`src/rtl/lsu_mem_ctrl_if.sv`:
```
// Handshake and RAM-side bundle for lsu_mem_ctrl: CPU request/response channel
// plus the byte-enabled synchronous RAM port. The slave modport is the controller.
interface lsu_mem_ctrl_if #(
    parameter int ADDR_W = 32,
    parameter int RAM_AW = 14
);
    logic              req_valid;
    logic              req_ready;
    logic [7:0]        req_op;
    logic [ADDR_W-1:0] req_addr;
    logic [31:0]       req_wdata;
    logic              resp_valid;
    logic              resp_ready;
    logic [31:0]       resp_data;
    logic              resp_err;
    logic [RAM_AW-1:0] ram_addr;
    logic              ram_rden;
    logic              ram_wren;
    logic [3:0]        ram_byteena;
    logic [31:0]       ram_wdata;
    logic [31:0]       ram_rdata;

    modport slave (
        input  req_valid, req_op, req_addr, req_wdata, resp_ready, ram_rdata,
        output req_ready, resp_valid, resp_data, resp_err,
        output ram_addr, ram_rden, ram_wren, ram_byteena, ram_wdata
    );

    modport master (
        output req_valid, req_op, req_addr, req_wdata, resp_ready, ram_rdata,
        input  req_ready, resp_valid, resp_data, resp_err,
        input  ram_addr, ram_rden, ram_wren, ram_byteena, ram_wdata
    );
endinterface

```
`src/rtl/lsu_mem_ctrl.sv`:
```
// Big-endian load/store controller in front of a byte-enabled synchronous RAM.
// Define LSU_RANGE_CHECK_EN to reject addresses beyond the RAM instead of aliasing them.
module lsu_mem_ctrl #(
    parameter int ADDR_W  = 32,
    parameter int RAM_AW  = 14,
    parameter int RAM_LAT = 1
) (
    input  logic           clk,
    input  logic           rst_n,
    lsu_mem_ctrl_if.slave  bus
);
    localparam logic [7:0] OP_LB  = 8'd1, OP_LH  = 8'd2, OP_LW = 8'd3, OP_LBU = 8'd4,
                           OP_LHU = 8'd5, OP_SB  = 8'd6, OP_SH = 8'd7, OP_SW  = 8'd8;
    localparam logic [1:0] LAT_M1 = 2'(RAM_LAT - 1);

    typedef enum logic [1:0] {S_IDLE, S_ACCESS, S_WAIT, S_RESP} state_t;

    state_t            r_state, w_state_next;
    logic [7:0]        r_op;
    logic [1:0]        r_off;
    logic [1:0]        r_cnt;

    logic              r_resp_valid, w_resp_valid_next;
    logic [31:0]       r_resp_data, w_resp_data_next;
    logic              r_resp_err, w_resp_err_next;
    logic [RAM_AW-1:0] r_ram_addr, w_ram_addr_next;
    logic              r_ram_rden, w_ram_rden_next;
    logic              r_ram_wren, w_ram_wren_next;
    logic [3:0]        r_ram_byteena, w_ram_byteena_next;
    logic [31:0]       r_ram_wdata, w_ram_wdata_next;

    logic              w_accept, w_is_byte, w_is_half, w_is_word, w_is_store;
    logic              w_misalign, w_oor, w_req_err, w_r_store;
    logic [1:0]        w_in_off;

    function automatic logic [31:0] f_load(input logic [7:0] op, input logic [1:0] off,
                                           input logic [31:0] w);
        logic [7:0]  b;
        logic [15:0] h;
        b = w[8*(3-off) +: 8];
        h = off[1] ? w[15:0] : w[31:16];
        case (op)
            OP_LB:   f_load = {{24{b[7]}}, b};
            OP_LBU:  f_load = {24'd0, b};
            OP_LH:   f_load = {{16{h[15]}}, h};
            OP_LHU:  f_load = {16'd0, h};
            OP_LW:   f_load = w;
            default: f_load = 32'd0;
        endcase
    endfunction

    assign w_in_off   = bus.req_addr[1:0];
    assign w_accept   = bus.req_valid && (r_state == S_IDLE);
    assign w_is_byte  = (bus.req_op == OP_LB) || (bus.req_op == OP_LBU) || (bus.req_op == OP_SB);
    assign w_is_half  = (bus.req_op == OP_LH) || (bus.req_op == OP_LHU) || (bus.req_op == OP_SH);
    assign w_is_word  = (bus.req_op == OP_LW) || (bus.req_op == OP_SW);
    assign w_is_store = (bus.req_op == OP_SB) || (bus.req_op == OP_SH) || (bus.req_op == OP_SW);
    assign w_misalign = (w_is_half && w_in_off[0]) || (w_is_word && (w_in_off != 2'd0));
    assign w_r_store  = (r_op == OP_SB) || (r_op == OP_SH) || (r_op == OP_SW);

`ifdef LSU_RANGE_CHECK_EN
    assign w_oor = |(bus.req_addr >> (RAM_AW + 2));
`else
    // Upper address bits are deliberately dropped: the RAM aliases across the address space.
    logic w_unused_hi;
    assign w_oor       = 1'b0;
    assign w_unused_hi = ^bus.req_addr[ADDR_W-1:RAM_AW+2];
`endif

    assign w_req_err = !(w_is_byte || w_is_half || w_is_word) || w_misalign || w_oor;

    // Outputs are registered from the next-state values so they line up with the state they belong to.
    always_ff @(posedge clk or negedge rst_n) begin
        if (!rst_n) begin
            r_state       <= S_IDLE;
            r_op          <= 8'd0;
            r_off         <= 2'd0;
            r_cnt         <= 2'd0;
            r_resp_valid  <= 1'b0;
            r_resp_data   <= 32'd0;
            r_resp_err    <= 1'b0;
            r_ram_addr    <= '0;
            r_ram_rden    <= 1'b0;
            r_ram_wren    <= 1'b0;
            r_ram_byteena <= 4'd0;
            r_ram_wdata   <= 32'd0;
        end else begin
            r_state       <= w_state_next;
            if (w_accept) begin
                r_op  <= bus.req_op;
                r_off <= w_in_off;
            end
            if (r_state == S_ACCESS)
                r_cnt <= LAT_M1;
            else if ((r_state == S_WAIT) && (r_cnt != 2'd0))
                r_cnt <= r_cnt - 2'd1;
            r_resp_valid  <= w_resp_valid_next;
            r_resp_data   <= w_resp_data_next;
            r_resp_err    <= w_resp_err_next;
            r_ram_addr    <= w_ram_addr_next;
            r_ram_rden    <= w_ram_rden_next;
            r_ram_wren    <= w_ram_wren_next;
            r_ram_byteena <= w_ram_byteena_next;
            r_ram_wdata   <= w_ram_wdata_next;
        end
    end

    always_comb begin
        w_state_next = r_state;
        case (r_state)
            S_IDLE:   if (w_accept) w_state_next = w_req_err ? S_RESP : S_ACCESS;
            S_ACCESS: w_state_next = w_r_store ? S_RESP : S_WAIT;
            S_WAIT:   if (r_cnt == 2'd0) w_state_next = S_RESP;
            S_RESP:   if (bus.resp_ready) w_state_next = S_IDLE;
            default:  w_state_next = S_IDLE;
        endcase
    end

    always_comb begin
        w_resp_valid_next  = r_resp_valid;
        w_resp_data_next   = r_resp_data;
        w_resp_err_next    = r_resp_err;
        w_ram_addr_next    = r_ram_addr;
        w_ram_rden_next    = 1'b0;
        w_ram_wren_next    = 1'b0;
        w_ram_byteena_next = r_ram_byteena;
        w_ram_wdata_next   = r_ram_wdata;
        case (r_state)
            S_IDLE: begin
                if (w_accept && w_req_err) begin
                    w_resp_valid_next = 1'b1;
                    w_resp_data_next  = 32'd0;
                    w_resp_err_next   = 1'b1;
                end else if (w_accept) begin
                    w_ram_addr_next = bus.req_addr[RAM_AW+1:2];
                    w_ram_rden_next = !w_is_store;
                    w_ram_wren_next = w_is_store;
                    if (w_is_byte) begin
                        w_ram_byteena_next = 4'b1000 >> w_in_off;
                        w_ram_wdata_next   = {4{bus.req_wdata[7:0]}};
                    end else if (w_is_half) begin
                        w_ram_byteena_next = w_in_off[1] ? 4'b0011 : 4'b1100;
                        w_ram_wdata_next   = {2{bus.req_wdata[15:0]}};
                    end else begin
                        w_ram_byteena_next = 4'b1111;
                        w_ram_wdata_next   = bus.req_wdata;
                    end
                end
            end
            S_ACCESS: begin
                if (w_r_store) begin
                    w_resp_valid_next = 1'b1;
                    w_resp_data_next  = 32'd0;
                    w_resp_err_next   = 1'b0;
                end
            end
            S_WAIT: begin
                if (r_cnt == 2'd0) begin
                    w_resp_valid_next = 1'b1;
                    w_resp_data_next  = f_load(r_op, r_off, bus.ram_rdata);
                    w_resp_err_next   = 1'b0;
                end
            end
            S_RESP: begin
                if (bus.resp_ready) begin
                    w_resp_valid_next = 1'b0;
                    w_resp_data_next  = 32'd0;
                    w_resp_err_next   = 1'b0;
                end
            end
            default: ;
        endcase
    end

    assign bus.req_ready   = (r_state == S_IDLE);
    assign bus.resp_valid  = r_resp_valid;
    assign bus.resp_data   = r_resp_data;
    assign bus.resp_err    = r_resp_err;
    assign bus.ram_addr    = r_ram_addr;
    assign bus.ram_rden    = r_ram_rden;
    assign bus.ram_wren    = r_ram_wren;
    assign bus.ram_byteena = r_ram_byteena;
    assign bus.ram_wdata   = r_ram_wdata;
endmodule

```
`src/flat_wrapper.sv`:
```
// flat-port wrapper written by rule: the top's interface ports become plain ports
module lsu_mem_ctrl_flat 
#(
    parameter int ADDR_W  = 32,
    parameter int RAM_AW  = 14,
    parameter int RAM_LAT = 1
)
  (clk, rst_n, bus_req_valid, bus_req_op, bus_req_addr, bus_req_wdata, bus_resp_ready, bus_ram_rdata, bus_req_ready, bus_resp_valid, bus_resp_data, bus_resp_err, bus_ram_addr, bus_ram_rden, bus_ram_wren, bus_ram_byteena, bus_ram_wdata);
  lsu_mem_ctrl_if #(.ADDR_W(ADDR_W), .RAM_AW(RAM_AW)) bus_i ();
  input  logic clk;
  input  logic rst_n;
  input wire logic [$bits(bus_i.req_valid)-1:0] bus_req_valid;
  input wire logic [$bits(bus_i.req_op)-1:0] bus_req_op;
  input wire logic [$bits(bus_i.req_addr)-1:0] bus_req_addr;
  input wire logic [$bits(bus_i.req_wdata)-1:0] bus_req_wdata;
  input wire logic [$bits(bus_i.resp_ready)-1:0] bus_resp_ready;
  input wire logic [$bits(bus_i.ram_rdata)-1:0] bus_ram_rdata;
  output wire logic [$bits(bus_i.req_ready)-1:0] bus_req_ready;
  output wire logic [$bits(bus_i.resp_valid)-1:0] bus_resp_valid;
  output wire logic [$bits(bus_i.resp_data)-1:0] bus_resp_data;
  output wire logic [$bits(bus_i.resp_err)-1:0] bus_resp_err;
  output wire logic [$bits(bus_i.ram_addr)-1:0] bus_ram_addr;
  output wire logic [$bits(bus_i.ram_rden)-1:0] bus_ram_rden;
  output wire logic [$bits(bus_i.ram_wren)-1:0] bus_ram_wren;
  output wire logic [$bits(bus_i.ram_byteena)-1:0] bus_ram_byteena;
  output wire logic [$bits(bus_i.ram_wdata)-1:0] bus_ram_wdata;
  assign bus_i.req_valid = bus_req_valid;
  assign bus_i.req_op = bus_req_op;
  assign bus_i.req_addr = bus_req_addr;
  assign bus_i.req_wdata = bus_req_wdata;
  assign bus_i.resp_ready = bus_resp_ready;
  assign bus_i.ram_rdata = bus_ram_rdata;
  assign bus_req_ready = bus_i.req_ready;
  assign bus_resp_valid = bus_i.resp_valid;
  assign bus_resp_data = bus_i.resp_data;
  assign bus_resp_err = bus_i.resp_err;
  assign bus_ram_addr = bus_i.ram_addr;
  assign bus_ram_rden = bus_i.ram_rden;
  assign bus_ram_wren = bus_i.ram_wren;
  assign bus_ram_byteena = bus_i.ram_byteena;
  assign bus_ram_wdata = bus_i.ram_wdata;
  lsu_mem_ctrl #(.ADDR_W(ADDR_W), .RAM_AW(RAM_AW), .RAM_LAT(RAM_LAT)) u_core (.clk(clk), .rst_n(rst_n), .bus(bus_i));
endmodule
```
`config.mk`:
```
export PLATFORM = sky130hd
export DESIGN_NAME = lsu_mem_ctrl_flat
export DESIGN_NICKNAME = d
export VERILOG_FILES = /design/src/rtl/lsu_mem_ctrl_if.sv /design/src/rtl/lsu_mem_ctrl.sv /design/src/flat_wrapper.sv
export SDC_FILE = /design/constraint.sdc
export NUM_CORES = 1
export LEC_CHECK = 0
export ABC_AREA = 1
export CAP_MARGIN = 40
export CELL_PAD_IN_SITES_DETAIL_PLACEMENT = 1
export CELL_PAD_IN_SITES_GLOBAL_PLACEMENT = 1
export CORE_UTILIZATION = 29
export CTS_BUF_LIST = sky130_fd_sc_hd__clkbuf_8 sky130_fd_sc_hd__clkbuf_16
export CTS_CLUSTER_DIAMETER = 50
export DETAILED_ROUTE_END_ITERATION = 10
export PLACE_DENSITY_LB_ADDON = 0.1
export SYNTH_ARGS = -nofsm -noshare
export SYNTH_HDL_FRONTEND = slang
export SYNTH_SLANG_ARGS = --single-unit
```
`constraint.sdc`:
```
create_clock -name clk -period 1.8 [get_ports clk]
set_clock_uncertainty 0.05 [all_clocks]
set_input_delay 0.27 -clock clk [delete_from_list [all_inputs] [get_ports clk]]
set_output_delay 0.27 -clock clk [all_outputs]
set_load 0.05 [all_outputs]
```
Word-level counts from Yosys, hierarchy flattened
Cells that the tools add are included.
{ "op_classes": {"n_addsub": 2, "eq_ne": 24, "shift": 2, "n_mux": 34, "n_bitwise": 1, "n_reduce_logical": 28} }
{ "op_table": {"columns": ["cell", "n"], "rows": [
  ["$mux W32", 6],
  ["$pmux W32 S5", 1],
  ["$pmux W32 S4", 1],
  ["$eq A8 B3 Y1 const B", 8],
  ["$shiftx A32 B33 Y8", 1],
  ["$eq A8 B2 Y1 const B", 4],
  ["$eq A8 B1 Y1 const B", 2],
  ["$eq A8 B4 Y1 const B", 2],
  ["$mux W16", 1],
  ["$logic_or A1 B1 Y1", 13],
  ["$mux W1", 13],
  ["$mux W2", 6],
  ["$mux W4", 3],
  ["$pmux W1 S4", 2],
  ["$pmux W2 S4", 1],
  ["$ne A2 B1 Y1 const B", 3],
  ["$reduce_and A3 Y1", 2],
  ["$reduce_bool A2 Y1", 3],
  ["$logic_and A1 B1 Y1", 5],
  ["$eq A2 B2 Y1 const B", 2],
  ["$logic_not A2 Y1", 2],
  ["$ne A2 B2 Y1 const B", 2],
  ["$reduce_and A4 Y1", 1],
  ["$shr A4 B2 Y4 const A", 1],
  ["5 further kinds", 6]
]} }
{ "word_totals": {"register_bits": 100, "output_inout_bits": 87, "word_cells": 103} }

Longest topological paths before layout
Gate-level depths: netlist of run 1.
{ "logic_depth": {"depth_word": 10, "ltp_mapped": 14, "mapped_depth_nobuf": 13} }

Worst setup path before layout of run 1
OpenSTA, ideal clock, no wires.
{ "synth_path": {"path_type": "register -> register", "from": "reg u_core.r_state[0]", "to": "reg u_core.r_resp_data[10] (netlist: u_core.bus.resp_data[10])", "setup_time_ps": 119, "arrival_ps": 1943, "required_ps": 1631, "slack_ps": -311, "stages_incl_launch_ff": 13, "period_less_slack_ps": 2111, "path_cell_list": "dfrtp_1 -> inv_1 -> ha_1 -> buf_2 -> inv_1 -> nor2_1 -> nor2_1 -> inv_1 -> a21oi_4 -> nand2_4 -> buf_12 -> nand2_2 -> nand2_1"} }
{ "synth_between": {"elab_chain_len": 5, "word_cells_on_any_way": 12} }
{ "synth_lines": {"columns": ["item", "line_no", "source"], "rows": [
  ["from (decl)", "lsu_mem_ctrl.sv:18", "state_t r_state, w_state_next;"],
  ["from (signal assigned)", "lsu_mem_ctrl.sv:88", "r_state <= w_state_next;"],
  ["$logic_not A2 Y1 (*)", null, null],
  ["net bus_req_ready", "flat_wrapper.sv:18", "output wire logic [$bits(bus_i.req_ready)-1:0] bus_req_ready;"],
  ["$logic_and A1 B1 Y1", "lsu_mem_ctrl.sv:53", "assign w_accept = bus.req_valid && (r_state == S_IDLE);"],
  ["$logic_and A1 B1 Y1", "lsu_mem_ctrl.sv:130", "if (w_accept && w_req_err) begin"],
  ["$ne A2 B1 Y1 (no line)", null, null],
  ["$reduce_and A4 Y1 (no line)", null, null],
  ["to (signal assigned)", "lsu_mem_ctrl.sv:98", "r_resp_data <= w_resp_data_next;"],
  ["to (decl)", "lsu_mem_ctrl.sv:24", "logic [31:0] r_resp_data, w_resp_data_next;"]
]} }
The timed path passes the listed nets; every way through them passes the cells marked *.
A chain may end at the register's enable or synchronous reset.

Worst setup path after layout of run 1
{ "layout_path": {"from": "reg u_core.r_state[0]", "to": "reg u_core.r_resp_data[30] (netlist: u_core.bus.resp_data[30])"} }
{ "layout_between": {"elab_chain_len": 5, "word_cells_on_any_way": 12} }
{ "layout_lines": {"columns": ["item", "line_no"], "rows": [
  ["$logic_not A2 Y1", "lsu_mem_ctrl.sv:53, lsu_mem_ctrl.sv:128"],
  ["$logic_and A1 B1 Y1", "lsu_mem_ctrl.sv:53"],
  ["$logic_and A1 B1 Y1", "lsu_mem_ctrl.sv:130"],
  ["$ne A2 B1 Y1 (no line)", null],
  ["$reduce_and A4 Y1 (no line)", null]
]} }
Several ways; a longest one is shown, not always the timed one.

==> reports/metrics.cfg, run 1 <==
[status]
run_status = finished with violations
violations = negative setup slack

[floorplanning]
ios = 195
floorplan.die_area_mm2 = 0.0210
fp.coreArea_mm2 = 0.0198
die_x_um = 145
fp-row-count = 51
initial_core_util = 0.300
die_h_um = 145

[power_and_ir_drop]
p_leak_nw = 5.00
p_int_mw = 6.22
p_per_area_mw_per_mm2 = 1240
peakVddDrop_mv = 0.766
p_sw_frac = 0.463
p_seq_frac = 0.269
combPwrFrac = 0.557
power_switching_mw = 5.36
pwr-share-clk = 0.174

[layout]
nets = 1266
antenna_cells_inserted = 0
layout_commonest_cell = nand2_1
drive_gt1_frac = 0.247
syn_to_final_growth_pct = 56.8
final_cell_area_mm2 = 0.00931
mostFrequentLayoutCells = nand2_1, buf_4, dfrtp_1

[synth]
yosysSeqAreaShare = 0.422
synth_seq_cells = 100
syn_area_per_cell_um2 = 6.64
syn_inst = 894
synth_area_mm2 = 0.00593
synth_cell_type_count = 23
ys_warn_count = 0
syn_nets = 1007

[clock_tree]
cts_buffer_depth = 2
tritoncts = yes
clkSinkCount = 100
numCtsBuffers = 9
cts_root_buf = clkbuf_16
htree_levels = 3
clock_latency_ps = 350
clk_pin_slew_ps = 80

[timing]
rsz0062_at_grt = yes
max_freq_ghz = 0.528
finalCritPeriodShare = 1.05
finalMaxSlewViolations = 0
fin_ws_ps = -92.7
hold_viol_final = 0
slew_headroom = 0.632
worst_slew_pin_slew_ps = 552
finalCriticalPeriod_ps = 1890
setup-violations-final = 35

[route]
wl_met3_um = 798
dr.pass1.iters = 4
vias_per_cell = 4.60
antenna_left = 0
totalWireLength_um = 22500
drc_errors = 0
vias = 6539
top_layer = met4
wl_met2_um = 10600
drt_iter0_markers = 314
wl_met1_um = 10900
post_drt_wl_per_cell_um = 15.8

[placement]
port_buffers = 178
gp_congestion = 0.834
placed_area_mm2 = 0.00845
hpwl_um = 16200
place_ws_ps = -386

[global_route]
grt_overflow = 0
grt_max_degree = 44
grt_pass1_wl_um = 35100
antenna_found_initial = 0
grt_pass1_vias = 6513
grt_usage = 0.210

[worst_setup_path]
worst_r2r_endpoint = u_core.bus.resp_data[30]$_DFFE_PN0P_
cp.required_ps = 1990
cp-start-kind = register
reg2reg_slack_ps = -90
worst_ep_arrival_time_ps = 2080
worstSetupStartpoint = u_core.r_state[0]$_DFFE_PN0P_
path_max_fanout = 6
worst-r2r-cell-count = 14
crit_type = register to register
crit_path_end = u_core.bus.resp_data[30]$_DFFE_PN0P_
cp-end-kind = register
r2r_start = u_core.r_state[0]$_DFFE_PN0P_

[job]
maxCapViolCount = 0

[worst_hold_path]
hold_path.class = input port to register

per-layer routing:
metal / GRT usage / vias up
li1: - / 3309
met1: 0.288 / 3096
met2: 0.349 / 119
met3: 0.0296 / 15
met4: 0.0458 / 0
met5: 0 / -
cells by family (layout without fill, tap and decap cells):
kind of cell               count (synthesis)  count (layout)  synth area share
adders and majority gates                  5               5            0.0105
DFF                                      100             100             0.422
AOI/OAI and AO/OA                         84              84            0.0751
and+or+nand+nor                          595             595             0.410
buffers and inverters                    110             374            0.0829
synth_stat cells, drive strengths merged:
cell / number / share of area
nand2: 451 / 0.29
dfrtp: 100 / 0.42
nand3: 79 / 0.071
inv: 70 / 0.044
nor2: 63 / 0.042
o21ai: 63 / 0.053
buf: 31 / 0.033
a31oi: 11 / 0.012
a21oi: 10 / 0.010
clkbuf: 9 / 0.0057
ha: 5 / 0.011
nand3b: 1 / 0.0034
nor3: 1 / 0.00084
area by class of cell:
cell class | instances | area (µm²)
clock inverters | 6 | 66.3
repair inverters | 1 | 7.51
inverters | 70 | 294
repair buffers | 287 | 2720
flip-flops and latches | 100 | 2500
multi-input cells | 684 | 3140
fillers | 2497 | 10500
clock buffers | 10 | 239
well taps | 265 | 332
worst max-delay path, cell delays in order, from the launching register on:
cell,delay [ps]
dfrtp_1,400
inv_2,70
ha_4,170
inv_4,50
nor2_2,40
inv_2,70
o21ai_2,60
nor2_2,150
inv_2,70
a21oi_4,160
buf_12,130
nand2_8,80
clkbuf_16,190
nand2_2,60
nand2_1,40
how the worst min path moves through the flow:
stage	start	end	slack [ps]	cells after the start
finish	bus_req_op[5]	u_core.r_op[5]$_DFFE_PN0P_	150	3
global route	bus_req_op[5]	u_core.r_op[5]$_DFFE_PN0P_	190	3
CTS	bus_req_addr[5]	u_core.bus.ram_addr[3]$_DFFE_PN0P_	380	3
detailed placement	rst_n	u_core.bus.resp_data[28]$_DFFE_PN0P_	250	1
global placement	rst_n	u_core.bus.resp_data[28]$_DFFE_PN0P_	240	1
floorplan	rst_n	u_core.bus.ram_addr[0]$_DFFE_PN0P_	-80	0
timing repair:
item / 4_1_cts / 5_1_grt
hold buffers: 1 / 0
gates resized for setup: 29 / 58
hold endpoints to repair: 29 / 0
gates cloned: 2 / 6
endpoints found under the setup margin: 42 / 86
pin swaps: 1 / 4
buffers inserted: 10 / 3
stage by stage:
step                 util  cells  TNS (ps)  total power [mW]  hold slack [ps]
global route        0.470   1423     -6790              12.3              192
finish              0.470   1423     -2070              11.6              145
global placement    0.427   1385    -25250              8.69              243
detailed placement  0.427   1385    -29360              8.76              246
floorplan               -    894     -1150              6.59            -75.6
CTS                 0.453   1414     -1270              11.3              384
registers in the layout (all words and copies together) (netlist names):
signal	flops
u_core.r_state	2
u_core.r_off	2
u_core.r_cnt	2
u_core.bus.resp_valid	1
u_core.r_op	8
u_core.bus.resp_data	32
u_core.bus.ram_byteena	4
u_core.bus.ram_rden	1
u_core.bus.ram_wren	1
u_core.bus.ram_wdata	32
u_core.bus.resp_err	1
u_core.bus.ram_addr	14
power by group through the flow:
| stage | clock, mW | sequential, mW | combinational [mW] |
|---|---|---|---|
| detailed placement | 0 | 3.12 | 5.64 |
| CTS | 2.07 | 3.09 | 6.15 |
| floorplan | 0 | 4.33 | 2.26 |
| finish | 2.01 | 3.12 | 6.45 |
| global placement | 0 | 3.11 | 5.58 |
| global route | 2.13 | 3.18 | 6.96 |
(Power assumes the default switching activity.)
==> run 2: changes to the inputs <==
--- a/config.mk
+++ b/config.mk
@@ -5,14 +5,14 @@
 export SDC_FILE = /design/constraint.sdc
 export NUM_CORES = 1
 export LEC_CHECK = 0
-export ABC_AREA = 1
 export CAP_MARGIN = 40
 export CELL_PAD_IN_SITES_DETAIL_PLACEMENT = 1
 export CELL_PAD_IN_SITES_GLOBAL_PLACEMENT = 1
-export CORE_UTILIZATION = 29
+export CORE_UTILIZATION = 31
 export CTS_BUF_LIST = sky130_fd_sc_hd__clkbuf_8 sky130_fd_sc_hd__clkbuf_16
 export CTS_CLUSTER_DIAMETER = 50
 export DETAILED_ROUTE_END_ITERATION = 10
+export HOLD_SLACK_MARGIN = 0.12
 export PLACE_DENSITY_LB_ADDON = 0.1
 export SYNTH_ARGS = -nofsm -noshare
 export SYNTH_HDL_FRONTEND = slang
==> reports/metrics.cfg, run 2 <==
[status]
run_status = finished with violations
violations = negative setup slack

[clock_tree]
clkSinkCount = 100  ; unchanged
clock_latency_ps = 350  ; about the same
cts_buffer_depth = 2  ; unchanged
clk_pin_slew_ps = 80  ; about the same
htree_levels = 3  ; unchanged
tritoncts = yes
numCtsBuffers = 9  ; unchanged
cts_root_buf = clkbuf_16

[synth]
synthMuxAreaShare = 0.259  ; +0.259
synth_cell_type_count = 54  ; +130%
synth.cells.most_frequent = mux2_2, dfrtp_1, nor2_1
synth_xor_area_frac = 0.00325  ; +0.00325
yosysSeqAreaShare = 0.465  ; +0.0430
synth_seq_cells = 100  ; unchanged
synth_area_mm2 = 0.00539  ; -9.3%
syn_nets = 575  ; -43%
synth_top_area_cell = dfrtp_1
syn_inst = 462  ; -48%
yosys.area_share.simple = 0.0860  ; -0.324
async_reset_ff_frac = 1.00  ; unchanged
synth_compound_area_frac = 0.132  ; +0.0571
ys_top_cells_by_area = dfrtp_1, mux2_2, a221oi_1
syn_area_per_cell_um2 = 11.7  ; +76%
synth.most_common_cell = mux2_2
synth_flop_cell = dfrtp_1
synth_top_family_by_area = multiplexers
synth_top_area_share = 0.465  ; +0.0430
yosys.area_share.adder = 0.0116  ; +0.00108
synth_edf_count = 0  ; unchanged
ys_warn_count = 0  ; unchanged

[layout]
syn_to_final_growth_pct = 66.4
nets = 842  ; -33%
layout_commonest_cell = buf_4
drive_gt1_frac = 0.492  ; +0.245
mostFrequentLayoutCells = buf_4, dfrtp_1, clkdlybuf4s50_1
final-instance-count-excl-fill = 954  ; -33%
final_core_util = 0.535  ; +0.0643
antenna_cells_inserted = 0  ; unchanged

[route]
wl_met3_um = 1080  ; +36%
drt_iter0_markers = 194  ; -38%
top_layer = met4
dr.pass1.iters = 5  ; +1
totalWireLength_um = 18600  ; -17%
wl_met1_um = 7890  ; -27%
drc_errors = 0  ; unchanged
antenna_left = 0  ; unchanged
vias_per_cell = 4.97  ; +8.3%
wl_met2_um = 9410  ; -11%
vias = 4746  ; -27%
post_drt_wl_per_cell_um = 19.5  ; +23%

[placement]
hpwl_um = 12700  ; -22%
port_buffers = 178  ; unchanged
place_ws_ps = -897  ; -511 ps
dp_cells = 903  ; -35%
gp_congestion = 0.816  ; -2.2%

[floorplanning]
fp.coreArea_mm2 = 0.0168  ; -15%
floorplan.die_area_mm2 = 0.0179  ; -15%
initial_core_util = 0.321  ; +0.0213
fp-row-count = 47  ; -7.8%
die_x_um = 134  ; -7.8%
ios = 195  ; unchanged
die_h_um = 134  ; -7.8%

[power_and_ir_drop]
p_per_area_mw_per_mm2 = 1270  ; +1.8%
p_leak_nw = 4.27  ; -14%
peakVddDrop_mv = 0.655  ; -14%

[worst_setup_path]
cp.required_ps = 1990  ; about the same
path_max_fanout = 8  ; +2
cp-start-kind = register
cp-end-kind = register
crit_type = register to register
worst_ep_arrival_time_ps = 2330  ; +250 ps

[global_route]
grt_max_degree = 45  ; +2.3%
antenna_found_initial = 0  ; unchanged
grt_pass1_vias = 5312  ; -18%
grt_pass1_wl_um = 29600  ; -16%
grt_usage = 0.214  ; +0.00379
grt_overflow = 0  ; unchanged

[timing]
hold_viol_final = 0  ; unchanged
fin_ws_ps = -338  ; -246 ps
finalCriticalPeriod_ps = 2140  ; +246 ps
rsz0062_at_grt = yes
max_freq_ghz = 0.468  ; -11%
slew_headroom = 0.525  ; -0.107
setup-violations-final = 85  ; +140%
worst_slew_pin_slew_ps = 712  ; +160 ps
finalMaxSlewViolations = 0  ; unchanged
finalCritPeriodShare = 1.19  ; +0.136

[job]
maxCapViolCount = 0  ; unchanged

[worst_hold_path]
hold_path.class = input port to register

-- run 2: through the flow --
stage	hold slack [ps]	setup TNS, ps	total power [mW]	area, µm²
after floorplan	-75.6	-26340	6.64	5590
after global placement	231	-67330	8.42	7860
after detailed placement	244	-72940	8.58	7870
after CTS	128	-18920	11.2	8900
after global routing	146	-26060	12.0	8960
final	140	-21310	11.4	8960
-- run 2: timing repair --
item,4_1_cts,5_1_grt
endpoints found under the setup margin,88,87
hold endpoints to repair,33,1
gates resized for setup,89,23
setup buffers,20,4
cloned,11,1
pin swaps,10,7
hold buffers,2,1
-- run 2: area by class of cell --
type	instances	area, µm²
clock buffers	9	225
clock inverters	7	105
fillers	1750	7800
inverters	10	40.0
multi-input cells	318	2990
flip-flops and latches	100	2500
well taps	220	275
repair buffers	290	2820
-- run 2: worst paths after layout --
kind,from,end,slack (ps),depth (start not counted)
worst max-delay path,u_core.r_op[1]$_DFFE_PN0P_,u_core.bus.resp_data[27]$_DFFE_PN0P_,-340,7
worst min-delay path,bus_req_op[7],u_core.r_op[7]$_DFFE_PN0P_,140,2
worst max register to register,u_core.r_op[1]$_DFFE_PN0P_,u_core.bus.resp_data[27]$_DFFE_PN0P_,-340,7
worst min register to register,u_core.bus.ram_byteena[2]$_DFFE_PN0P_,u_core.bus.ram_byteena[2]$_DFFE_PN0P_,460,1
max in group asynchronous,rst_n,u_core.bus.ram_wren$_DFF_PN0_,670,3
min in group asynchronous,rst_n,u_core.r_off[1]$_DFFE_PN0P_,400,2
-- run 2: logic make-up (layout without fill, tap and decap cells) --
group,after synthesis,after routing
AO/OA/AOI/OAI,96,96
multiplexers,124,124
flip-flops,100,100
XOR/XNOR,2,2
adder cells (fa/ha/maj),5,5
AND/OR/NAND/NOR,91,91
buffers and inverters,44,316
-- run 2: report_power, final --
| group | switching (mW) | leakage, nW | internal, mW | total [mW] |
|---|---|---|---|---|
| clock network | 0.962 | 0.159 | 1.24 | 2.21 |
| registers | 0.243 | 1.35 | 2.65 | 2.89 |
| logic | 3.37 | 2.77 | 2.89 | 6.25 |
| total | 4.57 | 4.27 | 6.78 | 11.4 |
-- run 2: critical path, stage by stage, from the launching register on --
cell and delay (ps):
dfrtp_1 380, or4b_4 540, o211ai_1 100, nand3b_1 160
a21oi_4 190, buf_6 150, buf_12 130, mux2_2 330
-- run 2: per-layer routing --
metal	vias to the layer above	GRT usage
li1	2236	-
met1	2363	0.263
met2	130	0.370
met3	17	0.0503
met4	0	0.0606
met5	-	0
==> run 3: changes to the inputs <==
--- a/config.mk
+++ b/config.mk
@@ -5,7 +5,6 @@
 export SDC_FILE = /design/constraint.sdc
 export NUM_CORES = 1
 export LEC_CHECK = 0
-export CAP_MARGIN = 40
 export CELL_PAD_IN_SITES_DETAIL_PLACEMENT = 1
 export CELL_PAD_IN_SITES_GLOBAL_PLACEMENT = 1
 export CORE_UTILIZATION = 31
==> reports/metrics.cfg, run 3 (synthesis gave the netlist of run 2 again) <==
[timing]
rsz0062_at_grt = yes
setup-violations-final = 86  ; +1.2%
tns_ps = -20580  ; +735 ps
max_freq_ghz = 0.458  ; -2.0%
worst_slew_pin_slew_ps = 740  ; +28.4 ps
finalMaxSlewViolations = 0  ; unchanged
slew_headroom = 0.506  ; -0.0189
finalCritPeriodShare = 1.21  ; +0.0245
fin_ws_ps = -382  ; -44.1 ps
hold_ws_ps = 137  ; -2.29 ps
finalCriticalPeriod_ps = 2180  ; +44.1 ps
hold_viol_final = 0  ; unchanged

[layout]
nets = 846  ; +0.48%
final_cell_area_mm2 = 0.00895  ; -0.15%
layout_commonest_cell = buf_4
filler_cell_count = 1739  ; -0.63%
drive_gt1_frac = 0.507  ; +0.0149
seq_area_mm2 = 0.00250  ; unchanged
multi_input_area_mm2 = 0.00306  ; +2.4%
final-instance-count-excl-fill = 958  ; +0.42%
antenna_cells_inserted = 0  ; unchanged
mostFrequentLayoutCells = buf_4, dfrtp_1, clkdlybuf4s50_1
syn_to_final_growth_pct = 66.2

[global_route]
grt_max_degree = 45  ; unchanged
grt_pass1_wl_um = 30300  ; +2.3%
grt_usage = 0.222  ; +0.00792
grt_pass1_vias = 5341  ; +0.55%
antenna_found_initial = 0  ; unchanged
grt_overflow = 0  ; unchanged

[worst_hold_path]
min_from = bus_req_op[7]
hold_path.class = input port to register

[status]
violations = negative setup slack
run_status = finished with violations

[power_and_ir_drop]
p_leak_nw = 4.25  ; -0.49%
p_per_area_mw_per_mm2 = 1270  ; +0.16%
peakVddDrop_mv = 0.647  ; -1.3%
p_total_mw = 11.4  ; about the same

[route]
dr.pass1.iters = 4  ; -1
drt_iter0_markers = 178  ; -8.2%
vias = 4848  ; +2.1%
post_drt_wl_per_cell_um = 20.1  ; +3.0%
vias_per_cell = 5.06  ; +1.7%
antenna_left = 0  ; unchanged
totalWireLength_um = 19200  ; +3.4%
drc_errors = 0  ; unchanged

[worst_setup_path]
crit_type = register to register
r2r_start = u_core.r_op[1]$_DFFE_PN0P_
cp.required_ps = 1990  ; about the same
worst_ep_arrival_time_ps = 2370  ; +40 ps
cp-end-kind = register
worstSetupStartpoint = u_core.r_op[1]$_DFFE_PN0P_
cp-start-kind = register
path_max_fanout = 8  ; unchanged

[clock_tree]
clock_latency_ps = 360  ; about the same
cts_root_buf = clkbuf_16
tritoncts = yes
htree_levels = 3  ; unchanged
clkSinkCount = 100  ; unchanged
cts_buffer_depth = 2  ; unchanged
numCtsBuffers = 9  ; unchanged
clk_pin_slew_ps = 70  ; about the same

[floorplanning]
fp.coreArea_mm2 = 0.0168  ; unchanged
die_x_um = 134  ; unchanged
fp-row-count = 47  ; unchanged
initial_core_util = 0.321  ; unchanged
floorplan.die_area_mm2 = 0.0179  ; unchanged
ios = 195  ; unchanged
die_h_um = 134  ; unchanged

[job]
maxCapViolCount = 0  ; unchanged

[placement]
hpwl_um = 12700  ; about the same
placed_area_mm2 = 0.00786  ; about the same
dp_cells = 902  ; -0.11%
port_buffers = 178  ; unchanged
gp_congestion = 0.816  ; unchanged

run 3: stage by stage:
stage	worst slack, ps	utilization
6_report	-382	0.534
5_1_grt	-459	0.534
3_3_place_gp	-827	0.469
4_1_cts	-411	0.534
3_5_place_dp	-902	0.469
2_1_floorplan	-381	-
run 3: path summary, 6_finish.rpt:
path                       slack, ps                                   end  depth (start not counted)
max                             -380  u_core.bus.resp_data[15]$_DFFE_PN0P_                          7
max reg2reg                     -380  u_core.bus.resp_data[15]$_DFFE_PN0P_                          7
min                              140            u_core.r_op[7]$_DFFE_PN0P_                          2
min reg2reg                      450            u_core.r_op[6]$_DFFE_PN0P_                          1
max in group asynchronous        690  u_core.bus.resp_data[15]$_DFFE_PN0P_                          3
min in group asynchronous        380           u_core.r_off[1]$_DFFE_PN0P_                          2
run 3: timing repair:
| item | in CTS | in global routing |
|---|---|---|
| setup buffers | 26 | 12 |
| endpoints found under the hold margin | 33 | 1 |
| cloned | 12 | 2 |
| pin swaps | 7 | 8 |
| setup endpoints to repair | 88 | 95 |
| resized for setup | 114 | 40 |
| hold buffers | 2 | 1 |
run 3: layout make-up:
class	instances	share of cell area
Tap cell	220	0.0308
Multi-Input combinational cell	319	0.342
Inverter	10	0.00475
Clock inverter	7	0.00657
Timing Repair Buffer	293	0.311
Clock buffer	9	0.0252
Sequential cell	100	0.280
run 3: per-layer routing:
metal	vias up	GRT usage	share of wire
li1	2249	-	-
met1	2443	0.273	0.43
met2	137	0.381	0.50
met3	19	0.0503	0.059
met4	0	0.0732	0.016
met5	-	0	0
run 3: power by group:
| part | total (mW) | internal (mW) | switching [mW] |
|---|---|---|---|
| Sequential | 2.90 | 2.65 | 0.251 |
| Combinational | 6.54 | 3.07 | 3.47 |
| Clock | 1.91 | 0.959 | 0.954 |
run 3: critical path: stages (launching register included):
cell and delay [ps]:
dfrtp_1 380, or4b_4 540, o211ai_1 100, nand3b_1 170, a21oi_4 200, buf_12 160, clkbuf_16 170, mux2_4 290
